<file path="src/rtl/prio_enc_rr_arb.sv">
// prio_enc_rr_arb
// Registered priority encoder / arbiter with a valid/ready output handshake.
// An N-bit request vector is reduced to a W-bit index, a one-hot grant and a
// valid flag. Two selection modes are available: fixed priority, where the
// highest index wins, and round-robin, which scans downward from a rotating
// base. The registered result stays stable until the consumer takes it.
//
// Ports:
//   clk        in   1  clock, all state updates on the rising edge
//   rst_n      in   1  synchronous reset, active-low
//   req        in   N  request vector, bit i is requester i
//   mode       in   1  0 = fixed priority (highest index), 1 = round-robin
//   out_ready  in   1  consumer accepts the current result
//   out_valid  out  1  out_idx / out_gnt hold a valid result
//   out_idx    out  W  index of the granted requester
//   out_gnt    out  N  one-hot grant, zero when out_valid is low
//
// W is derived from N and is not meant to be overridden.

module prio_enc_rr_arb #(
    parameter int N = 8,
    parameter int W = $clog2(N)
) (
    input  logic         clk,
    input  logic         rst_n,
    input  logic [N-1:0] req,
    input  logic         mode,
    input  logic         out_ready,
    output logic         out_valid,
    output logic [W-1:0] out_idx,
    output logic [N-1:0] out_gnt
);

    localparam logic [W-1:0] IDX_ONE  = W'(1);
    localparam logic [W-1:0] IDX_LAST = W'(N - 1);

    logic         accept;
    logic         load;
    logic [W-1:0] ptr;
    logic [W-1:0] base;
    logic [W-1:0] cand;
    logic [W-1:0] fix_idx;
    logic [W-1:0] rr_idx;
    logic         rr_found;
    logic [W-1:0] sel_idx;
    logic [N-1:0] sel_gnt;

    assign accept = out_valid & out_ready;
    assign load   = ~out_valid | out_ready;

    // Fixed priority: the loop runs upward, so the last set bit seen, which is
    // the highest index, ends up selected.
    always_comb begin
        fix_idx = '0;
        for (int i = 0; i < N; i++) begin
            if (req[i]) begin
                fix_idx = W'(i);
            end
        end
    end

    // Round-robin: scan base, base-1, ... with natural W-bit wrap. When the
    // current result is being consumed this same cycle, start just below it
    // rather than at the registered ptr so back-to-back grants rotate fairly.
    always_comb begin
        base     = accept ? (out_idx - IDX_ONE) : ptr;
        cand     = '0;
        rr_idx   = '0;
        rr_found = 1'b0;
        for (int k = 0; k < N; k++) begin
            cand = base - W'(k);
            if (!rr_found && req[cand]) begin
                rr_found = 1'b1;
                rr_idx   = cand;
            end
        end
    end

    // Mode mux and one-hot expansion; an empty request yields all zeros so
    // no don't-care value ever reaches the output registers.
    always_comb begin
        sel_idx = '0;
        sel_gnt = '0;
        if (|req) begin
            sel_idx          = mode ? rr_idx : fix_idx;
            sel_gnt[sel_idx] = 1'b1;
        end
    end

    // Output registers and the round-robin pointer. The pointer follows every
    // accepted grant regardless of mode, so switching modes keeps its history.
    always_ff @(posedge clk) begin
        if (!rst_n) begin
            out_valid <= 1'b0;
            out_idx   <= '0;
            out_gnt   <= '0;
            ptr       <= IDX_LAST;
        end else begin
            if (accept) begin
                ptr <= out_idx - IDX_ONE;
            end
            if (load) begin
                out_valid <= |req;
                out_idx   <= sel_idx;
                out_gnt   <= sel_gnt;
            end
        end
    end

endmodule

</file>
<file path="config.mk">
export PLATFORM = sky130hd
export DESIGN_NAME = prio_enc_rr_arb
export DESIGN_NICKNAME = d
export VERILOG_FILES = /design/src/rtl/prio_enc_rr_arb.sv
export SDC_FILE = /design/constraint.sdc
export NUM_CORES = 1
export LEC_CHECK = 0
export CORE_MARGIN = 2
export CORE_UTILIZATION = 50
export DETAILED_ROUTE_END_ITERATION = 8
export GPL_TIMING_DRIVEN = 0
export PLACE_DENSITY = 0.77
export SETUP_SLACK_MARGIN = 0.15
export SYNTH_ARGS = -nofsm -noshare
export SYNTH_HDL_FRONTEND = slang
export SYNTH_SLANG_ARGS = --single-unit
export TNS_END_PERCENT = 1
</file>
<file path="constraint.sdc">
create_clock -name clk -period 4.4 [get_ports clk]
set_input_delay 0.88 -clock clk [delete_from_list [all_inputs] [get_ports clk]]
set_output_delay 0.88 -clock clk [all_outputs]
set_load 0.02 [all_outputs]
</file>
Word-level counts from Yosys, hierarchy flattened
Index checks and enable logic that the tools add are counted.

Bits in latches: 0. Memory bits (writable): 0. Input port bits: 12. Register bits after elaboration: 15. Memories kept: 0. Bits in read-only memories: 0. Logic and storage cells: 85.

Reductions and logical operators: 16. Magnitude comparators: 10. Shifts and indexed selects: 0. Muxes and demuxes: 44. Equality and inequality tests: 0. Add/subtract/negate cells: 8. Multiply operators: 0. Divide/modulo/power cells: 0. Bitwise gates (word level): 3.

Operators with widths (count): 3-bit two-way mux (15); 3-bit by 4-bit < comparator with 1-bit output (second input constant) (9); 1-bit binary-select mux with 3-bit select (8); 1-bit two-way mux (17); 3-bit subtractor (second input constant) (4); 1-bit logical AND (8); 8-bit two-way mux (1); 8-bit OR reduction (1); 1-bit logical NOT (7); 3-bit by 1-bit subtractor with 3-bit output (second input constant) (2); 3-bit by 2-bit subtractor with 3-bit output (second input constant) (2); 2-bit two-way mux (2); 1-bit demux with 3-bit select (1); 3-bit by 1-bit >= comparator with 1-bit output (second input constant) (1); 1-bit AND (1); 1-bit inverter (1); 1-bit bitwise OR (1).

Longest topological paths before layout
Gate-level depths: netlist of the first run.

Depth in word-level cells: 32. Mapped depth: 14.

Least setup slack after synthesis of the first run
No wires, ideal clock.

Kind: input-to-reg. Start: input out_ready. End: register out_gnt[7]. Data arrival time: 4161 ps. Slack: 121 ps. Cell stages on the path: 13. Path through: buf_4 -> nand2_1 -> mux2i_1 -> clkbuf_1 -> ha_1 -> xnor2_2 -> mux2_4 -> o221a_1 -> a311o_1 -> a221o_1 -> a22o_4 -> and3_1 -> a32o_1.

Word-level cells in the longest chain between the ends: 32.

RTL lines: from (decl) (RTL line 28) `input logic out_ready,`; 1-bit AND * (RTL line 48) `assign accept = out_valid & out_ready;`; 3-bit two-way mux *; named net base[1] (RTL line 40) `logic [W-1:0] base;`; branches (longest 23 deep; another with 3-bit by 1-bit subtractor with 3-bit output); 3-bit two-way mux * (RTL line 72) `if (!rr_found && req[cand]) begin`; 3-bit two-way mux * (RTL line 85) `sel_idx = mode ? rr_idx : fix_idx;`; 3-bit by 4-bit < comparator with 1-bit output (not written as such) or 3-bit by 1-bit >= comparator with 1-bit output (tied branches) (RTL line 86) `sel_gnt[sel_idx] = 1'b1;`; 1-bit logical AND (not written as such) (RTL line 86); 1-bit two-way mux (not written as such) (RTL line 86); 1-bit demux with 3-bit select * (RTL line 86); 8-bit two-way mux * (RTL line 84) `if (|req) begin`; to (signal assigned) (RTL line 105) `out_gnt <= sel_gnt;`; to (decl) (RTL line 31) `output logic [N-1:0] out_gnt`.

Mark *: on every way through the listed nets, which the timed path passes. The select of a mux whose other input is x is not followed. A chain may end at the register's enable or synchronous reset.

Final worst setup path of the first run
Same ends and word-level chain as after synthesis.

==> results of run 1 <==
-- per-layer routing --
metal / vias up / wire length, um / track usage (%)
met5: - / 0 / 0
met4: 0 / 76 / 5.56
met3: 10 / 473 / 6.67
met2: 103 / 2250 / 42.6
met1: 892 / 2130 / 32.6
li1: 935 / - / -
-- cell type report --
cell class,instances,area (sq um)
Buffer,7,51.3
Clock buffer,3,22.5
Clock inverter,1,7.51
Fill cell,327,1250
Inverter,11,41.3
Multi-Input combinational cell,198,1350
Sequential cell,15,300
Tap cell,46,57.6
Timing Repair Buffer,24,233
-- timing repair --
item / in CTS / in global routing
gates resized for setup: 1 / 4
pin swaps: 0 / 2
gates cloned: 0 / 0
setup buffers: 0 / 3
setup endpoints to repair: 3 / 9
-- worst max-delay path, delay by kind of cell --
| family | cells | cell delay, ns |
|---|---|---|
| AOI/OAI and AO/OA | 5 | 1.43 |
| xor gates and xnor gates | 1 | 0.19 |
| adders and majority gates | 1 | 0.26 |
| buffers and inverters | 2 | 0.43 |
| muxes | 2 | 0.71 |
| and+or+nand+nor | 2 | 0.36 |
-- cells in the final DEF, fill, tap and decap left out, types with 6 or more instances in the layout --
cell type	instances
a21oi_1	21
o21ai_0	16
dfxtp_1	15
nor2_1	15
nor3_1	7
clkdlybuf4s50_1	21
nand2_1	25
nand3_1	20
inv_1	9
and2_1	6
-- logic make-up (layout without fill, tap and decap cells) --
kind of cell / count (synthesis) / after routing
AO/OA/AOI/OAI: 85 / 85
adder cells (fa/ha/maj): 3 / 3
flip-flops: 15 / 15
multiplexers: 10 / 10
XOR/XNOR: 6 / 6
buffers and inverters: 18 / 46
AND/OR/NAND/NOR: 94 / 94
-- sequential cells by signal, indices dropped and copies added (netlist names) --
| name | count |
|---|---|
| out_idx | 3 |
| out_gnt | 8 |
| out_valid | 1 |
| ptr | 3 |
-- per-stage QoR --
step / setup TNS (ns) / total power, mW
floorplan: 0 / 0.673
global placement: -0.938 / 0.825
detailed placement: -1.02 / 0.829
CTS: 0 / 0.917
global route: 0 / 1.02
finish: 0 / 0.948
-- worst max path at each step --
stage | start | endpoint | slack (ns) | depth (start not counted)
after floorplan | out_ready | out_gnt[7] | 0.17 | 13
after global placement | out_ready | out_gnt[7] | -0.19 | 13
after detailed placement | out_ready | out_gnt[1] | -0.18 | 13
after CTS | out_ready | out_gnt[1] | 0.20 | 13
after global routing | out_ready | out_gnt[5] | 0.14 | 14
final | out_ready | out_gnt[7] | 0.30 | 13
-- report_power, final --
| group | switching [mW] | internal [mW] |
|---|---|---|
| Sequential | 0.0154 | 0.158 |
| Combinational | 0.403 | 0.291 |
| Clock | 0.0456 | 0.0345 |
| Total | 0.464 | 0.484 |
==> run metrics, run 1 <==
status finished clean; post-layout minimum cycle time 4.10 ns; setup ws final between 0.3 and 0.4 ns; First-pass DRT Iterations 5; Clock transition at path regs 0.10 ns; die width roughly 63 um; multiplexer area fraction after synthesis under 10%; Yosys top cell area share 17.4%; HP Start out_gnt[5]; Finished Layout Cells between 300 and 400; Remaining DRCs 0; die height 62.7 um; largest family of logic cells by synthesized area compound AO/OA/AOI/OAI gates; peak supply drop 289 uV; starting density of the core 52.0%; syn_area_per_cell 7.45 sq um; post-DP HPWL 3740 um; DR vias a little under 2000; RR Startpoint out_idx[0]; Area Growth Syn to Fin 19.8%; post-synthesis simple-gate area fraction between 20% and 30%; Final Hold Vio Count 0; routed len/inst 16.2 um; Clock Latency Late Sink 0.29 ns; FP Rows 21; reg2reg path depth 13; Final Wtd Congestion 0.976; reg-to-reg setup timing slack 0.45 ns; synth top area cells dfxtp_1, a21oi_1, nand3_1; synthesized cell area 1720 sq um; Critical Path AT 4.29 ns; ANT cells 0; final wirelength 4930 um; XOR/XNOR Fraction of Synth Area 3.92%; Iteration-0 DRC Markers 199; core area roughly 3300 sq um; Placed Cells incl. Taps 298; register bit total from synthesis 15; CP Max Fanout 10; Syn Inst Count between 200 and 250; synth warn 0; Endpoint, Worst Hold out_gnt[5]; period utilization 93.2%; initial antenna violation count 0; CTS Hold Bufs 0; Worst Hold Depth 2; area fraction in compound gates after synthesis 36.0%; CP Data Required Time between 4 and 5 ns; final core utilization 62.3%; Area after DPL 1990 sq um; Detail Route Antenna Nets 0; post-synthesis adder-cell area fraction 2.18%; Root Buffer clkbuf_4; crit end category register; num ports 24; global-route wire length before repair 8270 um; vias in the first global route 1773; critical path type in -> reg; critical path cell sequence buf_4, nand2_1, mux2i_4, clkbuf_4, ha_1, xnor2_2, mux2_4, o221a_1, a311o_1, a221o_1, a22o_4, and3_1, a32o_1; GR Overflow Total 0; skew final roughly 0.011 ns; post-route cell area 2060 sq um; die area roughly 4000 sq um; R2R Path End out_gnt[7]; Slew headroom 60.7%; Bufs on Longest Clock Path 2; Crit-path slowest cell a221o_1; HP Class reg -> reg; Power Density 460 nW/um^2; Post-layout nets 275; Leak Pwr 0.810 nW; hold_ws about 0.48 ns; Synth area leader dfxtp_1; number of synthesized flops with an enable pin 0; RSZ-0062 raised after global routing no; top-count cell post-synth nand2_1; vias per cell 6.36; Fmax approximately 240 MHz; Max-Cap Viols 0; measured slew at the worst slew-check pin 0.583 ns; unique cell type count in the Yosys netlist 65; fraction of layout instances using a drive strength above 1 13.5%; clock sink total 15; nature of the critical path startpoint input port; largest net degree at the start of global routing 11; TritonCTS buffer count 3; asr flop ratio synth 0%; post-synthesis sequential area ratio between 15 and 20%; setup slack after placement -0.184 ns; CP peak stage delay 0.38 ns; Top FF cell, synth dfxtp_1; port bufs 21; final slew viol count 0; CTS tree built; H-Tree Depth 1; Synth top cells by count nand2_1, a21oi_1, nand3_1; final setup vio count 0; GRT Util Overall 25.4%; Syn Nets 246
Note: power is estimated with default switching activity, not from simulation.
==> run 2: changes to the inputs <==
--- a/config.mk
+++ b/config.mk
@@ -5,11 +5,13 @@
 export SDC_FILE = /design/constraint.sdc
 export NUM_CORES = 1
 export LEC_CHECK = 0
+export CORE_ASPECT_RATIO = 1.75
 export CORE_MARGIN = 2
 export CORE_UTILIZATION = 50
 export DETAILED_ROUTE_END_ITERATION = 8
+export DONT_BUFFER_PORTS = 1
 export GPL_TIMING_DRIVEN = 0
-export PLACE_DENSITY = 0.77
+export PLACE_DENSITY = 0.68
 export SETUP_SLACK_MARGIN = 0.15
 export SYNTH_ARGS = -nofsm -noshare
 export SYNTH_HDL_FRONTEND = slang
==> run 2 against run 1 <==
  * Total power is 4.6% higher
  * Design area shrank 6.2%
  * Setup slack worse by 0.043 ns
  * Flip-flop and latch count stayed put
  * Via count down 6.2%
  * Non-clock buffer count decreased by 22
  * Global-route usage is 2.2 points higher
  * Core utilization decreased by 4.2 points
  * Critical path depth stayed put
  * Clock skew down 0.0073 ns
  * Combinational power decreased by 2%
  * Maximum frequency shrank 1.0%
==> run metrics, run 2 (synthesis gave the netlist of run 1 again) <==
status finished clean; CP peak stage delay 0.45 ns; Total Power 992 uW; Area Growth Syn to Fin 12.4%; Iteration-0 DRC Markers 69; CP Max Fanout 10; CTS Hold Bufs 0; die width between 40 and 50 um; CTS tree built; core area 3330 sq um; Largest regs out_gnt: 8 flops, out_idx: 3 flops, ptr: 3 flops; Crit-path slowest cell ha_2; critical path type in -> reg; final setup vio count 0; setup slack after placement -0.437 ns; crit end category register; Top reg by flops out_gnt; post-route cell area 1930 sq um; Slew headroom 62.8%; FP Rows 28; CP Data Required Time 4.54 ns; fillers roughly 350; port bufs 0; DR vias 1820; Fmax 241 MHz; Post-layout nets 253; final slew viol count 0; vias per cell 6.45; reg-to-reg setup timing slack about 0.33 ns; Final Wtd Congestion 1.01; most frequent cells in the layout nand2_1, a21oi_1, nand3_1; Remaining DRCs 0; die area about 3900 sq um; Critical Path AT 4.29 ns; GR Overflow Total 0; final wirelength 5380 um; Reg area roughly 300 sq um; TritonCTS buffer count 3; Detail Route Antenna Nets 0; clock sink total 15; largest net degree at the start of global routing 11; critical path cell sequence buf_4, nand2_1, mux2i_4, inv_2, ha_2, a21oi_1, mux2_4, o221a_1, a311o_1, a221o_1, a22o_4, and3_1, a32o_1; Clock Latency Late Sink between 0.2 and 0.3 ns; nature of the critical path startpoint input port; Final Hold Vio Count 0; setup ws final 0.257 ns; RR Startpoint out_idx[0]; global-route wire length before repair about 8300 um; GRT Util Overall 27.6%; starting density of the core 51.7%; Area after DPL 1780 sq um; R2R Path End out_gnt[7]; RSZ-0062 raised after global routing no; HP Class reg -> reg; number of flip-flops in the largest register 8; H-Tree Depth 1; skew final 0.00378 ns; peak supply drop 296 uV; final core utilization 58.1%; commonest non-fill, non-tap cell in the layout nand2_1; die height 81.6 um; ANT cells 0; hold_ws between 0.5 and 0.6 ns; measured slew at the worst slew-check pin between 0.5 and 0.6 ns; Worst Setup EP out_gnt[7]; fraction of layout instances using a drive strength above 1 between 15 and 20%; reg2reg path depth 13; Worst setup startpoint out_ready; period utilization 94.1%; Bufs on Longest Clock Path 2; First-pass DRT Iterations 4; initial antenna violation count 0; post-layout minimum cycle time 4.14 ns; Clock transition at path regs about 0.06 ns; footprint of the multi-input gates 1430 sq um; Leak Pwr 0.746 nW; num ports 24; post-DP HPWL 4330 um; routed len/inst ~19 um; Power Density 513 nW/um^2; vias in the first global route 1758; Root Buffer clkbuf_8; Max-Cap Viols 0
[run 2: cell types whose count changed in the layout (fill, tap and decap cells not counted), moves of 2 or more]
cell / before / now
clkbuf_4: 4 / 0
ha_2: 0 / 2
xnor2_4: 0 / 2
ha_1: 3 / 1
clkdlybuf4s50_1: 21 / 0
xnor2_2: 2 / 0
a221oi_2: 2 / 0
clkbuf_8: 0 / 3
a221oi_4: 0 / 2
[run 2: area by class of cell]
cell class | instances | share of cell area (%)
Buffer | 7 | 2.65
Clock buffer | 4 | 2.33
Inverter | 11 | 2.13
Multi-Input combinational cell | 198 | 73.7
Sequential cell | 15 | 15.5
Tap cell | 45 | 2.91
Timing Repair Buffer | 2 | 0.776
[run 2: critical path, delay by kind of cell]
kind / cells / cell delay [ns]
and+or+nand+nor: 2 / 0.36
AOI/OAI and AO/OA: 6 / 1.55
muxes: 2 / 0.71
buffers and inverters: 2 / 0.34
adders and majority gates: 1 / 0.45
[run 2: worst min-delay path by stage]
| stage | start | to | depth (start not counted) |
|---|---|---|---|
| 2_1_floorplan | out_gnt[5] | out_gnt[5] | 2 |
| 3_3_place_gp | out_gnt[5] | out_gnt[5] | 2 |
| 3_5_place_dp | out_gnt[5] | out_gnt[5] | 2 |
| 4_1_cts | out_gnt[5] | out_gnt[5] | 2 |
| 5_1_grt | out_idx[1] | out_idx[1] | 2 |
| 6_report | out_gnt[5] | out_gnt[5] | 2 |
[run 2: what timing repair did]
action	CTS	global route
buffers inserted	0	2
setup endpoints to repair	9	9
gates resized for setup	5	11
pin swaps	0	1
[run 2: power by group]
group	internal (mW)	switching (mW)	leakage [nW]
Sequential	0.159	0.0413	0.123
Combinational	0.278	0.404	0.600
Clock	0.0642	0.0462	0.0228
[run 2: stage by stage]
| step | instances | setup TNS (ns) |
|---|---|---|
| 2_1_floorplan | 231 | 0 |
| 3_3_place_gp | 276 | -3.11 |
| 3_5_place_dp | 276 | -2.91 |
| 4_1_cts | 280 | 0 |
| 5_1_grt | 282 | 0 |
| 6_report | 282 | 0 |
[run 2: routing by layer]
metal  wire [um]  track usage, %  part of all wire, %  vias to the layer above
met5           0               0                    0                        -
li1            -               -                    -                      892
met1        1860            25.3                   35                      846
met3         215            3.09                  4.0                       24
met2        2940            56.0                   55                       58
met4         362            19.1                  6.7                        0
==> run 3: changes to the inputs <==
--- a/config.mk
+++ b/config.mk
@@ -5,6 +5,7 @@
 export SDC_FILE = /design/constraint.sdc
 export NUM_CORES = 1
 export LEC_CHECK = 0
+export CAP_MARGIN = 10
 export CORE_ASPECT_RATIO = 1.75
 export CORE_MARGIN = 2
 export CORE_UTILIZATION = 50
==> results of run 3 <==
No change in the layout: final DEF, timing and power equal those of run 2.
